`src/rtl/alu_muldiv_pkg.sv`:
```
// -----------------------------------------------------------------------------
// alu_muldiv_pkg
// Shared types and constants for the multi-cycle multiply/divide responder.
//   DATA_W      operand / result width (HI and LO are DATA_W each)
//   TAG_W       width of the request tag echoed in the completion
//   MULDIV_LAT  cycles from accept to completion for MULT/MULTU/DIV/DIVU
//   alu_op_t    ALU op codes; the muldiv unit serves the upper eight
//   alu_in_pkt_t / alu_out_pkt_t  request and completion payloads
//   muldiv_state_t  control FSM states
// -----------------------------------------------------------------------------
package alu_muldiv_pkg;

  localparam int DATA_W     = 32;
  localparam int TAG_W      = 4;
  localparam int MULDIV_LAT = DATA_W + 2;
  // Step counter must hold the value DATA_W itself.
  localparam int CNT_W      = $clog2(DATA_W + 1);

  // Ops 0..7 belong to the single-cycle ALU; this unit answers them with an
  // empty completion.
  typedef enum logic [3:0] {
    OP_ADD   = 4'd0,
    OP_SUB   = 4'd1,
    OP_AND   = 4'd2,
    OP_OR    = 4'd3,
    OP_XOR   = 4'd4,
    OP_SLT   = 4'd5,
    OP_SLL   = 4'd6,
    OP_SRL   = 4'd7,
    OP_MULT  = 4'd8,
    OP_MULTU = 4'd9,
    OP_DIV   = 4'd10,
    OP_DIVU  = 4'd11,
    OP_MFHI  = 4'd12,
    OP_MFLO  = 4'd13,
    OP_MTHI  = 4'd14,
    OP_MTLO  = 4'd15
  } alu_op_t;

  typedef struct packed {
    logic              valid;
    alu_op_t           op;
    logic [DATA_W-1:0] src_a;
    logic [DATA_W-1:0] src_b;
    logic [TAG_W-1:0]  tag;
  } alu_in_pkt_t;

  typedef struct packed {
    logic              valid;
    logic              wb_en;
    logic [DATA_W-1:0] result;
    logic [TAG_W-1:0]  tag;
  } alu_out_pkt_t;

  typedef enum logic [1:0] {
    IDLE = 2'd0,
    CALC = 2'd1,
    FIX  = 2'd2,
    RESP = 2'd3
  } muldiv_state_t;

  // True for the ops that run through the iterative datapath.
  function automatic logic is_muldiv_op(alu_op_t op);
    return (op == OP_MULT) || (op == OP_MULTU) || (op == OP_DIV) || (op == OP_DIVU);
  endfunction

  // Two's-complement negate when neg is set (magnitude / sign restore).
  function automatic logic [DATA_W-1:0] cond_neg(logic [DATA_W-1:0] v, logic neg);
    return neg ? (~v + 1'b1) : v;
  endfunction

endpackage

```
`src/rtl/alu_muldiv_if.sv`:
```
// -----------------------------------------------------------------------------
// alu_muldiv_if
// Request/completion handshake bundle between the EX stage and alu_muldiv.
//   alu_in_pkt   request (valid, op, src_a, src_b, tag)       master -> slave
//   in_ready     request accepted when valid && in_ready      slave  -> master
//   alu_out_pkt  completion (valid, wb_en, result, tag)        slave  -> master
//   out_ready    completion taken when valid && out_ready      master -> slave
// -----------------------------------------------------------------------------
interface alu_muldiv_if;
  import alu_muldiv_pkg::*;

  alu_in_pkt_t  alu_in_pkt;
  logic         in_ready;
  alu_out_pkt_t alu_out_pkt;
  logic         out_ready;

  modport master (
    output alu_in_pkt,
    output out_ready,
    input  in_ready,
    input  alu_out_pkt
  );

  modport slave (
    input  alu_in_pkt,
    input  out_ready,
    output in_ready,
    output alu_out_pkt
  );

endinterface

```
`src/rtl/alu_muldiv_core.sv`:
```
// -----------------------------------------------------------------------------
// alu_muldiv_core
// Iterative radix-2 multiply / restoring divide datapath.
//   clk, resetn   clock, asynchronous active-low reset
//   abort         drop the operation in progress (no done will follow)
//   start         load op/operands and begin DATA_W steps
//   op            MULT/MULTU/DIV/DIVU, sampled with start
//   src_a, src_b  operands, sampled with start
//   done          high during the cycle of the last step
//   res_hi/res_lo sign-corrected HI/LO; valid from the cycle after done until
//                 the next start
// Signed operands are converted to magnitudes at start, so the step logic is
// unsigned only; signs are reapplied on the result side.
// -----------------------------------------------------------------------------
module alu_muldiv_core
  import alu_muldiv_pkg::*;
(
  input  logic              clk,
  input  logic              resetn,
  input  logic              abort,
  input  logic              start,
  input  alu_op_t           op,
  input  logic [DATA_W-1:0] src_a,
  input  logic [DATA_W-1:0] src_b,
  output logic              done,
  output logic [DATA_W-1:0] res_hi,
  output logic [DATA_W-1:0] res_lo
);

  alu_op_t             op_q,    op_d;
  logic [DATA_W-1:0]   a_q,     a_d;      // raw dividend, returned as HI on /0
  logic [DATA_W-1:0]   opnd_q,  opnd_d;   // multiplicand or divisor magnitude
  logic [2*DATA_W-1:0] acc_q,   acc_d;    // {upper, lower} working register
  logic [CNT_W-1:0]    cnt_q,   cnt_d;
  logic                run_q,   run_d;
  logic                neg_q,   neg_d;    // negate product / quotient
  logic                rneg_q,  rneg_d;   // negate remainder (dividend sign)
  logic                dz_q,    dz_d;     // divide by zero

  // ---- operand preparation at start ----
  logic              in_is_mul, in_signed, sgn_a, sgn_b;
  logic [DATA_W-1:0] mag_a, mag_b;

  assign in_is_mul = (op == OP_MULT) || (op == OP_MULTU);
  assign in_signed = (op == OP_MULT) || (op == OP_DIV);
  assign sgn_a     = in_signed & src_a[DATA_W-1];
  assign sgn_b     = in_signed & src_b[DATA_W-1];
  assign mag_a     = cond_neg(src_a, sgn_a);
  assign mag_b     = cond_neg(src_b, sgn_b);

  // ---- one multiply step ----
  // Lower half holds the not-yet-consumed multiplier bits; each step adds the
  // multiplicand into the upper half when the current bit is set, then shifts
  // the whole accumulator right with the carry entering at the top.
  logic                is_mul_q;
  logic [DATA_W:0]     mul_sum;
  logic [2*DATA_W-1:0] mul_next;

  assign is_mul_q = (op_q == OP_MULT) || (op_q == OP_MULTU);
  assign mul_sum  = {1'b0, acc_q[2*DATA_W-1:DATA_W]}
                  + (acc_q[0] ? {1'b0, opnd_q} : {(DATA_W+1){1'b0}});
  assign mul_next = {mul_sum, acc_q[DATA_W-1:1]};

  // ---- one restoring divide step ----
  // Upper half is the partial remainder, lower half the dividend bits that
  // turn into quotient bits as they shift out. The trial difference is one
  // bit wider so its top bit is the borrow.
  logic [DATA_W:0]     div_shift, div_diff;
  logic [2*DATA_W-1:0] div_next;

  assign div_shift = {acc_q[2*DATA_W-1:DATA_W], acc_q[DATA_W-1]};
  assign div_diff  = div_shift - {1'b0, opnd_q};
  assign div_next  = div_diff[DATA_W]
                   ? {div_shift[DATA_W-1:0], acc_q[DATA_W-2:0], 1'b0}
                   : {div_diff[DATA_W-1:0],  acc_q[DATA_W-2:0], 1'b1};

  assign done = run_q && (cnt_q == CNT_W'(1));

  always_comb begin
    op_d   = op_q;
    a_d    = a_q;
    opnd_d = opnd_q;
    acc_d  = acc_q;
    cnt_d  = cnt_q;
    run_d  = run_q;
    neg_d  = neg_q;
    rneg_d = rneg_q;
    dz_d   = dz_q;

    if (abort) begin
      run_d = 1'b0;
    end else if (start) begin
      op_d   = op;
      a_d    = src_a;
      neg_d  = sgn_a ^ sgn_b;
      rneg_d = sgn_a;
      dz_d   = !in_is_mul && (src_b == '0);
      opnd_d = in_is_mul ? mag_a : mag_b;
      acc_d  = {{DATA_W{1'b0}}, (in_is_mul ? mag_b : mag_a)};
      cnt_d  = CNT_W'(DATA_W);
      run_d  = 1'b1;
    end else if (run_q) begin
      acc_d = is_mul_q ? mul_next : div_next;
      cnt_d = cnt_q - 1'b1;
      if (cnt_q == CNT_W'(1)) begin
        run_d = 1'b0;
      end
    end
  end

  always_ff @(posedge clk or negedge resetn) begin
    if (!resetn) begin
      op_q   <= OP_ADD;
      a_q    <= '0;
      opnd_q <= '0;
      acc_q  <= '0;
      cnt_q  <= '0;
      run_q  <= 1'b0;
      neg_q  <= 1'b0;
      rneg_q <= 1'b0;
      dz_q   <= 1'b0;
    end else begin
      op_q   <= op_d;
      a_q    <= a_d;
      opnd_q <= opnd_d;
      acc_q  <= acc_d;
      cnt_q  <= cnt_d;
      run_q  <= run_d;
      neg_q  <= neg_d;
      rneg_q <= rneg_d;
      dz_q   <= dz_d;
    end
  end

  // ---- sign correction ----
  // The 0x8000_0000 / -1 case needs no special handling: the magnitude
  // quotient 0x8000_0000 negates to itself.
  logic [2*DATA_W-1:0] prod;
  logic [DATA_W-1:0]   quo, rem;

  assign prod = neg_q ? (~acc_q + 1'b1) : acc_q;
  assign quo  = cond_neg(acc_q[DATA_W-1:0], neg_q);
  assign rem  = cond_neg(acc_q[2*DATA_W-1:DATA_W], rneg_q);

  // Divide by zero does not trap: LO saturates to all ones, HI returns the
  // untouched dividend.
  assign res_hi = is_mul_q ? prod[2*DATA_W-1:DATA_W] : (dz_q ? a_q : rem);
  assign res_lo = is_mul_q ? prod[DATA_W-1:0]        : (dz_q ? {DATA_W{1'b1}} : quo);

endmodule

```
`src/rtl/alu_muldiv.sv`:
```
// -----------------------------------------------------------------------------
// alu_muldiv
// Multi-cycle multiply/divide responder beside the single-cycle ALU in EX.
// Owns the architectural HI/LO pair and returns exactly one completion per
// accepted request (unless squashed by flush or reset).
//   clk     clock
//   resetn  asynchronous active-low reset
//   bus     alu_muldiv_if.slave: alu_in_pkt/in_ready request handshake,
//           alu_out_pkt/out_ready completion handshake
//   flush   pipeline squash: abandon whatever is in flight, return to IDLE
//   busy    high whenever the FSM is not IDLE
// Latency: MFHI/MFLO/MTHI/MTLO/unsupported = 1, MULT/MULTU/DIV/DIVU =
// MULDIV_LAT. The completion stays in RESP (payload stable) until out_ready,
// and the unit leaves one idle cycle between operations.
// -----------------------------------------------------------------------------
module alu_muldiv
  import alu_muldiv_pkg::*;
(
  input  logic            clk,
  input  logic            resetn,
  alu_muldiv_if.slave     bus,
  input  logic            flush,
  output logic            busy
);

  muldiv_state_t     state_q, state_d;
  logic [DATA_W-1:0] hi_q,    hi_d;
  logic [DATA_W-1:0] lo_q,    lo_d;
  alu_out_pkt_t      out_q,   out_d;
  logic [TAG_W-1:0]  tag_q,   tag_d;

  logic              accept;
  logic              core_start;
  logic              core_done;
  logic [DATA_W-1:0] core_hi, core_lo;

  // flush beats a simultaneous request.
  assign bus.in_ready    = (state_q == IDLE) && !flush;
  assign accept          = bus.alu_in_pkt.valid && bus.in_ready;
  assign core_start      = accept && is_muldiv_op(bus.alu_in_pkt.op);
  assign bus.alu_out_pkt = out_q;
  assign busy            = (state_q != IDLE);

  alu_muldiv_core u_core (
    .clk    (clk),
    .resetn (resetn),
    .abort  (flush),
    .start  (core_start),
    .op     (bus.alu_in_pkt.op),
    .src_a  (bus.alu_in_pkt.src_a),
    .src_b  (bus.alu_in_pkt.src_b),
    .done   (core_done),
    .res_hi (core_hi),
    .res_lo (core_lo)
  );

  always_comb begin
    state_d = state_q;
    hi_d    = hi_q;
    lo_d    = lo_q;
    out_d   = out_q;
    tag_d   = tag_q;

    if (flush) begin
      // Squash: any pending HI/LO write from FIX is dropped with the rest.
      state_d = IDLE;
      out_d   = '0;
    end else begin
      case (state_q)
        IDLE: begin
          if (accept) begin
            tag_d        = bus.alu_in_pkt.tag;
            out_d.valid  = 1'b1;
            out_d.wb_en  = 1'b0;
            out_d.result = '0;
            out_d.tag    = bus.alu_in_pkt.tag;
            state_d      = RESP;
            case (bus.alu_in_pkt.op)
              OP_MFHI: begin
                out_d.wb_en  = 1'b1;
                out_d.result = hi_q;
              end
              OP_MFLO: begin
                out_d.wb_en  = 1'b1;
                out_d.result = lo_q;
              end
              OP_MTHI: hi_d = bus.alu_in_pkt.src_a;
              OP_MTLO: lo_d = bus.alu_in_pkt.src_a;
              OP_MULT, OP_MULTU, OP_DIV, OP_DIVU: begin
                out_d.valid = 1'b0;
                state_d     = CALC;
              end
              default: ;  // unsupported op: empty completion
            endcase
          end
        end

        CALC: begin
          if (core_done) begin
            state_d = FIX;
          end
        end

        FIX: begin
          hi_d         = core_hi;
          lo_d         = core_lo;
          out_d.valid  = 1'b1;
          out_d.wb_en  = 1'b0;
          out_d.result = core_lo;
          out_d.tag    = tag_q;
          state_d      = RESP;
        end

        RESP: begin
          if (bus.out_ready) begin
            out_d.valid = 1'b0;
            state_d     = IDLE;
          end
        end

        default: state_d = IDLE;
      endcase
    end
  end

  always_ff @(posedge clk or negedge resetn) begin
    if (!resetn) begin
      state_q <= IDLE;
      hi_q    <= '0;
      lo_q    <= '0;
      out_q   <= '0;
      tag_q   <= '0;
    end else begin
      state_q <= state_d;
      hi_q    <= hi_d;
      lo_q    <= lo_d;
      out_q   <= out_d;
      tag_q   <= tag_d;
    end
  end

endmodule

```
`src/flat_wrapper.sv`:
```
// flat-port wrapper written by rule: the top's interface ports become plain ports
module alu_muldiv_flat import alu_muldiv_pkg::*;
  (clk, resetn, flush, busy, bus_alu_in_pkt, bus_out_ready, bus_in_ready, bus_alu_out_pkt);
  alu_muldiv_if bus_i ();
  input  logic clk;
  input  logic resetn;
  input  logic flush;
  output logic busy;
  input wire logic [$bits(bus_i.alu_in_pkt)-1:0] bus_alu_in_pkt;
  input wire logic [$bits(bus_i.out_ready)-1:0] bus_out_ready;
  output wire logic [$bits(bus_i.in_ready)-1:0] bus_in_ready;
  output wire logic [$bits(bus_i.alu_out_pkt)-1:0] bus_alu_out_pkt;
  assign bus_i.alu_in_pkt = bus_alu_in_pkt;
  assign bus_i.out_ready = bus_out_ready;
  assign bus_in_ready = bus_i.in_ready;
  assign bus_alu_out_pkt = bus_i.alu_out_pkt;
  alu_muldiv u_core (.clk(clk), .resetn(resetn), .bus(bus_i), .flush(flush), .busy(busy));
endmodule
```
`config.mk`:
```
export PLATFORM = sky130hd
export DESIGN_NAME = alu_muldiv_flat
export DESIGN_NICKNAME = d
export VERILOG_FILES = /design/src/rtl/alu_muldiv_pkg.sv /design/src/rtl/alu_muldiv_if.sv /design/src/rtl/alu_muldiv_core.sv /design/src/rtl/alu_muldiv.sv /design/src/flat_wrapper.sv
export SDC_FILE = /design/constraint.sdc
export NUM_CORES = 1
export LEC_CHECK = 0
export CAP_MARGIN = 20
export CORE_MARGIN = 10
export CORE_UTILIZATION = 57
export DETAILED_ROUTE_END_ITERATION = 10
export PLACE_DENSITY = 0.77
export SLEW_MARGIN = 10
export SYNTH_ARGS = -nofsm -noshare
export SYNTH_HDL_FRONTEND = slang
export SYNTH_SLANG_ARGS = --single-unit
```
`constraint.sdc`:
```
create_clock -name clk -period 4.3 [get_ports clk]
set_input_delay 0.86 -clock clk [delete_from_list [all_inputs] [get_ports clk]]
set_output_delay 0.86 -clock clk [all_outputs]
set_load 0.02 [all_outputs]
```
# ---- Yosys cells after proc, flatten, opt, wreduce, memory -nomap -nowiden
# Index checks and enable logic that the tools add are counted.
dict set report word_totals {
  reg_bits 250
  latch_bits 0
  mem_bits_rw 0
  mem_bits_ro 0
  input_bits 77
  elab_cells 123
  mem_count 0
}
dict set report classes {
  addsub 8
  mul 0
  n_div 0
  magnitude_cmp 0
  n_eq_ne 20
  shift 0
  muxes 41
  n_bitwise 9
  reduce_logical 28
}
# op count
set ops {}
lappend ops {{two-way mux 32 bit} 15}
lappend ops {{two-way mux 64 bit} 5}
lappend ops {{adder 32 x 1 -> 32 bit (second input constant)} 4}
lappend ops {{NOT 32 bit} 4}
lappend ops {{case mux 32 bit (2 select lines)} 2}
lappend ops {{two-way mux 38 bit} 2}
lappend ops {{case mux 37 bit (2 select lines)} 1}
lappend ops {{case mux 33 bit (2 select lines)} 1}
lappend ops {{adder 64 x 1 -> 64 bit (second input constant)} 1}
lappend ops {{NOT 64 bit} 1}
lappend ops {{equality test 4 bit (second input constant)} 10}
lappend ops {{adder 32 x 32 -> 33 bit} 1}
lappend ops {{subtractor 33 x 32 -> 33 bit} 1}
lappend ops {{zero test 32 bit} 1}
lappend ops {{two-way mux 6 bit} 2}
lappend ops {{two-way mux 2 bit} 5}
lappend ops {{AND reduction 3 bit} 3}
lappend ops {{case mux 2 bit (4 select lines)} 1}
lappend ops {{AND reduction 4 bit} 2}
lappend ops {{equality test 6 x 1 -> 1 bit (second input constant)} 1}
lappend ops {{two-way mux 1 bit} 6}
lappend ops {{!= test 2 x 1 -> 1 bit (second input constant)} 3}
lappend ops {{!= test 3 x 2 -> 1 bit (second input constant)} 2}
lappend ops {{AND reduction 2 bit} 3}
lappend ops {{other kinds (16)} 29}

# ---- Depth between registers and ports, before layout
# Gate-level depths: netlist (run 1).
dict set report depth {
  depth_word 7
  mapped_depth 13
  mapped_depth_nobuf 13
}

# ---- Modules after synthesis
# A second synthesis (run 1) with hierarchy kept.
dict set report hier_totals {
  cells_unflattened 2603
  area_unflattened_um2 19991.7
}
# module instances cells_each area_each_um2
set by_module_without_submodules {}
lappend by_module_without_submodules {alu_muldiv_core 1 2044 14552.7}
lappend by_module_without_submodules {alu_muldiv 1 559 5439.0}

# ---- Least setup slack after synthesis (run 1)
# No wires, ideal clock.
dict set report synth_path {
  path_type {input-to-reg}
  from {input port bus_alu_in_pkt[4]}
  to {register u_core.u_core.acc_q[24]}
  arrival_time_ns 3.212
  setup_slack_ns 0.962
  stages 11
  n_path_buf 0
  path_cell_list {inv_1 -> ha_1 -> or4b_2 -> nor4_1 -> nand3_1 -> nor4_2 -> nor2_1 -> xnor2_1 -> nor2_1 -> a211oi_1 -> a221o_1}
}
dict set report synth_via {
  elab_chain_len 5
}
# item line_no
set synth_rtl {}
lappend synth_rtl {{start: declaration} flat_wrapper.sv:9} ;# input wire logic [$bits(bus_i.alu_in_pkt)-1:0] bus_alu_in_pkt;
lappend synth_rtl {{NOT 32 bit} alu_muldiv_pkg.sv:69} ;# return neg ? (~v + 1'b1) : v;
lappend synth_rtl {{adder 32 x 1 -> 32 bit} alu_muldiv_pkg.sv:69}
lappend synth_rtl {{two-way mux 32 bit} alu_muldiv_pkg.sv:69}
lappend synth_rtl {{two-way mux 32 bit} alu_muldiv_core.sv:99} ;# acc_d = {{DATA_W{1'b0}}, (in_is_mul ? mag_b : mag_a)};
lappend synth_rtl {{two-way mux 64 bit} alu_muldiv_core.sv:92} ;# end else if (start) begin
lappend synth_rtl {{end signal: assignment} alu_muldiv_core.sv:116} ;# acc_q <= '0;
lappend synth_rtl {{end signal: assignment} alu_muldiv_core.sv:126} ;# acc_q <= acc_d;
lappend synth_rtl {{end: declaration} alu_muldiv_core.sv:33} ;# logic [2*DATA_W-1:0] acc_q, acc_d;
# No other way between the ends.
# A chain may end at the register's enable or synchronous reset.

# ---- Final worst setup path (run 1)
dict set report layout_path {
  from {register u_core.u_core.acc_q[0]}
  to {register u_core.u_core.acc_q[61]}
}
dict set report layout_via {
  elab_chain_len 5
}
# item line_no
set layout_rtl {}
lappend layout_rtl {{two-way mux 32 bit} alu_muldiv_core.sv:61} ;# + (acc_q[0] ? {1'b0, opnd_q} : {(DATA_W+1){1'b0}});
lappend layout_rtl {{adder 32 x 32 -> 33 bit} alu_muldiv_core.sv:61}
lappend layout_rtl {{two-way mux 64 bit} alu_muldiv_core.sv:103} ;# acc_d = is_mul_q ? mul_next : div_next;
lappend layout_rtl {{two-way mux 64 bit} alu_muldiv_core.sv:102} ;# end else if (run_q) begin
lappend layout_rtl {{two-way mux 64 bit} alu_muldiv_core.sv:92}
# No other way between the ends. The select of a mux whose other input is x is not followed.

==> results of run 1 <==
## metal layers
layer  track usage (%)  part of all wire (%)  vias up
met2              48.5                    45      897
met4              10.1                   3.1        0
met5                 0                     0        -
li1                  -                     -     8949
met3              5.77                    10      153
met1              42.9                    42     9223
## cells in the mapped netlist, drive strengths merged, types with 25 or more instances
cell type	number
a21oi	215
and3	25
buf	28
clkbuf	145
dfrtp	249
ha	74
inv	68
mux2i	74
nand2	395
nand2b	28
nor2	168
nor3	65
o211ai	54
o21ai	294
o31ai	31
or3	27
xnor2	81
xor2	124
## how the worst max path moves through the flow
| stage | to | slack (ns) | depth (start not counted) |
|---|---|---|---|
| floorplan | u_core.u_core.acc_q[24]$_DFFE_PN0P_ | 0.96 | 11 |
| global placement | u_core.u_core.acc_q[24]$_DFFE_PN0P_ | 0.42 | 13 |
| detailed placement | u_core.u_core.acc_q[24]$_DFFE_PN0P_ | 0.34 | 13 |
| CTS | u_core.u_core.acc_q[61]$_DFFE_PN0P_ | 0.62 | 15 |
| global route | u_core.u_core.acc_q[61]$_DFFE_PN0P_ | 0.41 | 15 |
| finish | u_core.u_core.acc_q[61]$_DFFE_PN0P_ | 0.59 | 14 |
## power groups by stage
stage                     clock (mW)  combinational (mW)  sequential [mW]
after CTS                       2.48                9.59             4.31
final                           2.46                9.76             4.37
after global routing            2.57                10.7             4.47
after floorplan                    0                6.79             3.97
after global placement             0                9.37             4.30
after detailed placement           0                9.54             4.35
## cell families after synthesis
kind of cell / count (synthesis) / share of synthesized area, %
muxes: 94 / 4.97
xor gates and xnor gates: 205 / 9.24
adders and majority gates: 76 / 4.97
AOI/OAI and AO/OA: 783 / 24.3
DFF: 249 / 32.1
and+or+nand+nor: 838 / 19.7
buffers and inverters: 241 / 4.71
## registers in the layout (all words and copies together), names as in the netlist
register and count:
u_core.hi_q 32, u_core.u_core.cnt_q 6, u_core.u_core.op_q 3, u_core.u_core.dz_q 1, u_core.tag_q 4, u_core.u_core.opnd_q 32
u_core.u_core.acc_q 64, u_core.state_q 2, u_core.u_core.neg_q 1, u_core.u_core.rneg_q 1, u_core.lo_q 32, u_core.bus.alu_out_pkt 38
u_core.u_core.a_q 32, u_core.u_core.run_q 1
## cell type report
class	count	area share (%)
Timing Repair Buffer	200	8.37
Clock buffer	38	3.65
Inverter	68	1.15
Clock inverter	13	0.559
Multi-Input combinational cell	1996	55.6
Sequential cell	249	28.1
Tap cell	448	2.53
## stage by stage
stage,hold slack (ns),std cells
floorplan,0.433,2486
global placement,0.444,2961
detailed placement,0.456,2961
CTS,0.353,3012
global route,0.377,3012
finish,0.316,3012
## worst max-delay path, stage by stage (launching register included)
cell and delay [ns]:
dfrtp_1 0.57, inv_1 0.16, buf_12 0.19, nor2_1 0.10, ha_1 0.31, a21oi_1 0.25
o21a_1 0.22, o211ai_1 0.19, or3b_2 0.51, a311oi_1 0.23, buf_4 0.19, nor2_1 0.05
xor2_1 0.15, a222oi_1 0.36, nand2_1 0.09
==> results.rst, run 1 <==
.. list-table::
   :header-rows: 1

   * - Metric
     - Value
   * - Main area contributors after synthesis
     - dfrtp_1 32%, nand2_1 7.6%, o21ai_0 7.6%
   * - Nature of the critical path endpoint
     - flop
   * - LEAKAGE
     - 9.53 nW
   * - Maximum fanout encountered on the critical timing path
     - 25
   * - Worst min-delay path category
     - in -> async
   * - Via count of the first global-routing pass
     - 18,600
   * - Critical R2R Capture
     - u_core.u_core.acc_q[61]$_DFFE_PN0P_
   * - Growth of design area from synthesis to finish
     - 14.0%
   * - Max Buffers Root-to-Sink
     - 3
   * - Post-layout instance area
     - 22,200 µm²
   * - Startpoint of the lowest-slack register-to-register path
     - u_core.u_core.acc_q[0]$_DFFE_PN0P_
   * - Worst slew slack as a fraction of its limit
     - 33.5%
   * - PnR Total Power
     - 16.6 mW
   * - Largest net degree at the start of global routing
     - 119
   * - Horizontal die dimension
     - 205 µm
   * - Placed cell area
     - 21,200 µm²
   * - Multi-input gate area
     - 12,300 µm²
   * - Fillers
     - 2,935
   * - Number of nets in the layout
     - 2,697
   * - Post-route worst setup slack
     - 0.590 ns
   * - Number of buffers inserted to repair setup after CTS
     - 0
   * - Number of placement rows
     - 67
   * - Commonest non-fill, non-tap cell in the layout
     - nand2_1
   * - Post-DR vias/cell
     - 6.38
   * - CTS H-tree depth
     - 1
   * - Count of unresolved DRC violations after routing
     - 0
   * - Number of max-cap violations
     - 0
   * - Global route total overflow
     - 0
   * - Ratio of cells with drive above 1 in the final layout
     - 7.25%
   * - Layout Skew
     - 0.0122 ns
   * - Unique masters post-synth
     - 74
   * - Clock network fraction of total power
     - 14.8%
   * - Worst-case register-to-register setup slack
     - 0.59 ns
   * - Final setup violation count
     - 0
   * - Ratio of total power to cell area
     - 750 nW/µm²
   * - Fmax
     - 270 MHz
   * - Number of max-slew violations in the final report
     - 0
   * - Overall die height
     - 205 µm
   * - Commonest non-fill, non-tap cells in the layout
     - 395 x nand2_1, 294 x o21ai_0, 248 x dfrtp_1, 215 x a21oi_1, 166 x nor2_1
   * - Fraction of power consumed by sequential logic
     - 26.3%
   * - Data required time of the critical path
     - 4.74 ns
   * - Final critical-path required period
     - 3.71 ns
   * - Mapped Nets
     - 2,639
   * - Type of origin of the critical path
     - flop
   * - Number of cells traversed by the worst register-to-register path
     - 14
   * - GR Util All Layers
     - 31.2%
   * - Total vias in the final route
     - 19,200
   * - Result of the run
     - complete, no violations
   * - Core utilization of the finished layout
     - 65.9%
   * - Number of optimization iterations in the first detailed-route pass
     - 6
   * - Fraction of synthesis flops using an asynchronous set or reset pin
     - 100%
   * - Ys Warns
     - 0
   * - Sinks on the clock net
     - 249
   * - Io pins
     - 117
   * - Number of synthesized flops with an enable pin
     - 0
   * - Initial antenna violation count
     - 0
   * - Path type of the worst setup path
     - reg -> reg
   * - Number of hold-slack violations in the final timing report
     - 0
   * - Critical path startpoint
     - u_core.u_core.acc_q[0]$_DFFE_PN0P_
   * - Final weighted congestion of routability-driven global placement
     - 1.00
   * - Clock tree from TritonCTS
     - built
   * - Register cell area after layout
     - 6230 µm²
   * - Number of violations reported at the end of detailed-routing iteration 0
     - 2,134
   * - Final sum of negative setup slack
     - 0 ns
   * - Post-cts gate resize count
     - 0
   * - Actual transition at the worst max-transition pin
     - 0.996 ns
   * - Starting utilization of the core area
     - 57.8%
   * - Clock latency on the worst-skew pair
     - 0.57 ns
   * - Peak supply drop
     - 0.000894 V
   * - Buffers added on ports
     - 116
   * - Avg Inst Size Synth
     - 7.81 µm²
   * - Area of the mapped netlist
     - 19,400 µm²
   * - Crit share post-route
     - 86.3%
   * - Post-CTS clock slew at the launch and capture registers of the worst setup and hold paths
     - 0.06 ns
   * - Primary FF master, synth
     - dfrtp_1
   * - Post-Place Setup Slack
     - 0.339 ns
   * - TritonCTS buffer count
     - 29
   * - Die outline area
     - 41,900 µm²
   * - Placeable Area
     - 33,600 µm²
   * - Detail-routed net length per standard cell
     - 22.2 µm
   * - Global-route wire length before repair
     - 105 mm
   * - Internal power summed over all cells
     - 8.57 mW
   * - Power share of the combinational group
     - 58.8%
   * - Largest area contributor in the netlist
     - dfrtp_1
   * - Seq cells post-synth
     - 249
   * - Switching power total
     - 8.03 mW
   * - Root cell of the clock tree
     - clkbuf_16
   * - Setup repair after global routing missed its margin
     - false
   * - Post-CTS Hold Buffers
     - 0
   * - Area share of the largest cell type after synthesis
     - 32.1%
   * - Net Sw Frac
     - 48.4%
   * - Total inserted antenna cells
     - 0
   * - Final routed wirelength across all metal layers
     - 66.8 mm
   * - Proportion of synthesized chip area in sequential cells
     - 32.1%
   * - HPWL after detailed placement
     - 50.0 mm
   * - CP arrival
     - 4.15 ns
   * - ANT nets after route
     - 0
   * - Number of cells produced by synthesis
     - 2,486
(Power assumes the default switching activity.)
==> inputs of run 2 (changes only) <==
PLACE_DENSITY = 0.75   (was 0.77)
==> run 2 against run 1 <==
  * Clock power rose by 2%
  * Clock skew rose by 0.0029 ns
  * Critical path depth did not move
  * Combinational power fell by 2%
  * Design area barely moved
  * Via count fell by 0.66%
  * Cell count fell by 0.20%
  * First-iteration DRC count fell by 3.9%
  * Sequential share of layout area barely moved
  * Worst setup slack improved by 0.049 ns
  * Fmax rose by 1.3%
  * Largest cell class unchanged
==> results.rst, run 2 (synthesis gave the netlist of run 1 again) <==
.. list-table::
   :header-rows: 1

   * - Metric
     - Value
   * - Placed cell area
     - 21,200 µm² (unchanged)
   * - Crit share post-route
     - 85.1% (was 86.3%)
   * - Count of unresolved DRC violations after routing
     - 0 (unchanged)
   * - Fmax
     - 273 MHz (was 270 MHz)
   * - HPWL after detailed placement
     - 49.2 mm (was 50.0 mm)
   * - Starting utilization of the core area
     - 57.8% (unchanged)
   * - TritonCTS buffer count
     - 29 (unchanged)
   * - Ratio of cells with drive above 1 in the final layout
     - 6.88% (was 7.25%)
   * - Result of the run
     - complete, no violations (unchanged)
   * - Data required time of the critical path
     - 4.70 ns (was 4.74 ns)
   * - Number of placement rows
     - 67 (unchanged)
   * - Worst slew slack as a fraction of its limit
     - 36.5% (was 33.5%)
   * - CTS H-tree depth
     - 1 (unchanged)
   * - Commonest non-fill, non-tap cell in the layout
     - nand2_1 (unchanged)
   * - PnR Total Power
     - 16.6 mW (about the same)
   * - Root cell of the clock tree
     - clkbuf_16 (unchanged)
   * - Sinks on the clock net
     - 249 (unchanged)
   * - Final weighted congestion of routability-driven global placement
     - 1.02 (was 1.00)
   * - Worst min-delay path category
     - in -> async (unchanged)
   * - CP arrival
     - 4.06 ns (was 4.15 ns)
   * - Post-CTS Hold Buffers
     - 0 (unchanged)
   * - Clock tree from TritonCTS
     - built (unchanged)
   * - Global route total overflow
     - 0 (unchanged)
   * - Detail-routed net length per standard cell
     - 22.0 µm (was 22.2 µm)
   * - Layout Skew
     - 0.0151 ns (was 0.0122 ns)
   * - Overall die height
     - 205 µm (unchanged)
   * - Total vias in the final route
     - 19,100 (was 19,200)
   * - GR Util All Layers
     - 30.8% (was 31.2%)
   * - Number of optimization iterations in the first detailed-route pass
     - 5 (was 6)
   * - Post-cts gate resize count
     - 0 (unchanged)
   * - Commonest non-fill, non-tap cells in the layout
     - 395 x nand2_1, 294 x o21ai_0, 248 x dfrtp_1, 215 x a21oi_1, 166 x nor2_1 (unchanged)
   * - Path type of the worst setup path
     - reg -> reg (unchanged)
   * - ANT nets after route
     - 0 (unchanged)
   * - Number of buffers inserted to repair setup after CTS
     - 0 (unchanged)
   * - Horizontal die dimension
     - 205 µm (unchanged)
   * - Final critical-path required period
     - 3.66 ns (was 3.71 ns)
   * - Actual transition at the worst max-transition pin
     - 0.950 ns (was 0.996 ns)
   * - Largest net degree at the start of global routing
     - 119 (unchanged)
   * - Max Buffers Root-to-Sink
     - 3 (unchanged)
   * - Post-DR vias/cell
     - 6.35 (was 6.38)
   * - Number of hold-slack violations in the final timing report
     - 0 (unchanged)
   * - Nature of the critical path endpoint
     - flop (unchanged)
   * - Ratio of total power to cell area
     - 747 nW/µm² (was 750 nW/µm²)
   * - Hold slack final
     - 0.339 ns (was 0.316 ns)
   * - Clock latency on the worst-skew pair
     - 0.56 ns (was 0.57 ns)
   * - Register bank with the most flops
     - u_core.u_core.acc_q (unchanged)
   * - Number of violations reported at the end of detailed-routing iteration 0
     - 2,050 (was 2,134)
   * - Number of flip-flops in the largest register
     - 64 (unchanged)
   * - Number of nets in the layout
     - 2,692 (was 2,697)
   * - Final setup violation count
     - 0 (unchanged)
   * - Number of max-slew violations in the final report
     - 0 (unchanged)
   * - Setup repair after global routing missed its margin
     - false (unchanged)
   * - Total inserted antenna cells
     - 0 (unchanged)
   * - Number of max-cap violations
     - 0 (unchanged)
   * - Final routed wirelength across all metal layers
     - 66.1 mm (was 66.8 mm)
   * - Post-CTS clock slew at the launch and capture registers of the worst setup and hold paths
     - 0.07 ns (was 0.06 ns)
   * - Type of origin of the critical path
     - flop (unchanged)
   * - Post-layout instance area
     - 22,200 µm² (about the same)
   * - Final sum of negative setup slack
     - 0 ns (unchanged)
   * - LEAKAGE
     - 9.52 nW (was 9.53 nW)
   * - Via count of the first global-routing pass
     - 18,300 (was 18,600)
   * - Fillers
     - 2,895 (was 2,935)
   * - Maximum fanout encountered on the critical timing path
     - 4 (was 25)
   * - Initial antenna violation count
     - 0 (unchanged)
   * - Buffers added on ports
     - 116 (unchanged)
   * - Io pins
     - 117 (unchanged)
   * - Global-route wire length before repair
     - 103 mm (was 105 mm)
   * - Growth of design area from synthesis to finish
     - 14.1% (was 14.0%)
   * - Die outline area
     - 41,900 µm² (unchanged)
   * - Placeable Area
     - 33,600 µm² (unchanged)
   * - Peak supply drop
     - 0.000627 V (was 0.000894 V)
-- run 2: cell types whose count changed in the layout (fill, tap and decap cells not counted), moves of 3 or more --
cell,before,now
buf_4,79,71
clkinv_2,8,3
clkbuf_1,4,8
buf_12,5,8
-- run 2: path summary, 6_finish.rpt --
path,from,endpoint,slack [ns],depth (start not counted)
max,u_core.u_core.acc_q[31]$_DFFE_PN0P_,u_core.u_core.acc_q[32]$_DFFE_PN0P_,0.64,14
min,resetn,u_core.bus.alu_out_pkt[8]$_DFFE_PN0P_,0.34,1
max reg2reg,u_core.u_core.acc_q[31]$_DFFE_PN0P_,u_core.u_core.acc_q[32]$_DFFE_PN0P_,0.64,14
min reg2reg,u_core.lo_q[10]$_DFFE_PN0P_,u_core.lo_q[10]$_DFFE_PN0P_,0.47,2
max in group asynchronous,resetn,u_core.state_q[1]$_DFFE_PN0P_,3.10,2
min in group clk,u_core.lo_q[10]$_DFFE_PN0P_,u_core.lo_q[10]$_DFFE_PN0P_,0.47,2
-- run 2: routing by layer --
layer | global-route usage, % | wire, µm
met1 | 43.8 | 28900
met2 | 48.1 | 29500
met3 | 3.84 | 5950
met4 | 9.10 | 1760
met5 | 0 | 0
-- run 2: metrics by stage --
step           std cells  utilization, %  setup WS (ns)
6_report            3006            65.9          0.640
5_1_grt             3006            65.9          0.428
4_1_cts             3006            65.9          0.667
3_5_place_dp        2956            63.1          0.376
3_3_place_gp        2956            63.1          0.391
2_1_floorplan       2486               -          0.962
-- run 2: where the power goes --
group	switching (mW)	internal [mW]	leakage (nW)
clock	1.02	1.50	0.461
combinational	5.77	3.81	5.91
sequential	1.13	3.32	3.15
total	7.93	8.62	9.52
-- run 2: cell type report --
type | instances | area [µm²] | area share (%)
clock inverter | 8 | 121 | 0.548
clock buffer | 42 | 825 | 3.72
timing repair buffer | 195 | 1850 | 8.37
tap | 448 | 561 | 2.53
sequential | 249 | 6230 | 28.1
multi-input combinational | 1996 | 12300 | 55.6
inverter | 68 | 255 | 1.15
-- run 2: critical path: stages, from the launching register on --
cell and delay, ns:
dfrtp_1 0.35, inv_1 0.16, ha_1 0.27, fa_1 0.41, nand2b_1 0.23, a21oi_1 0.24
o2111ai_1 0.31, o2111ai_1 0.28, buf_4 0.16, nand2_1 0.10, xnor2_2 0.15, buf_4 0.18
buf_4 0.15, o211ai_1 0.30, o221ai_1 0.21
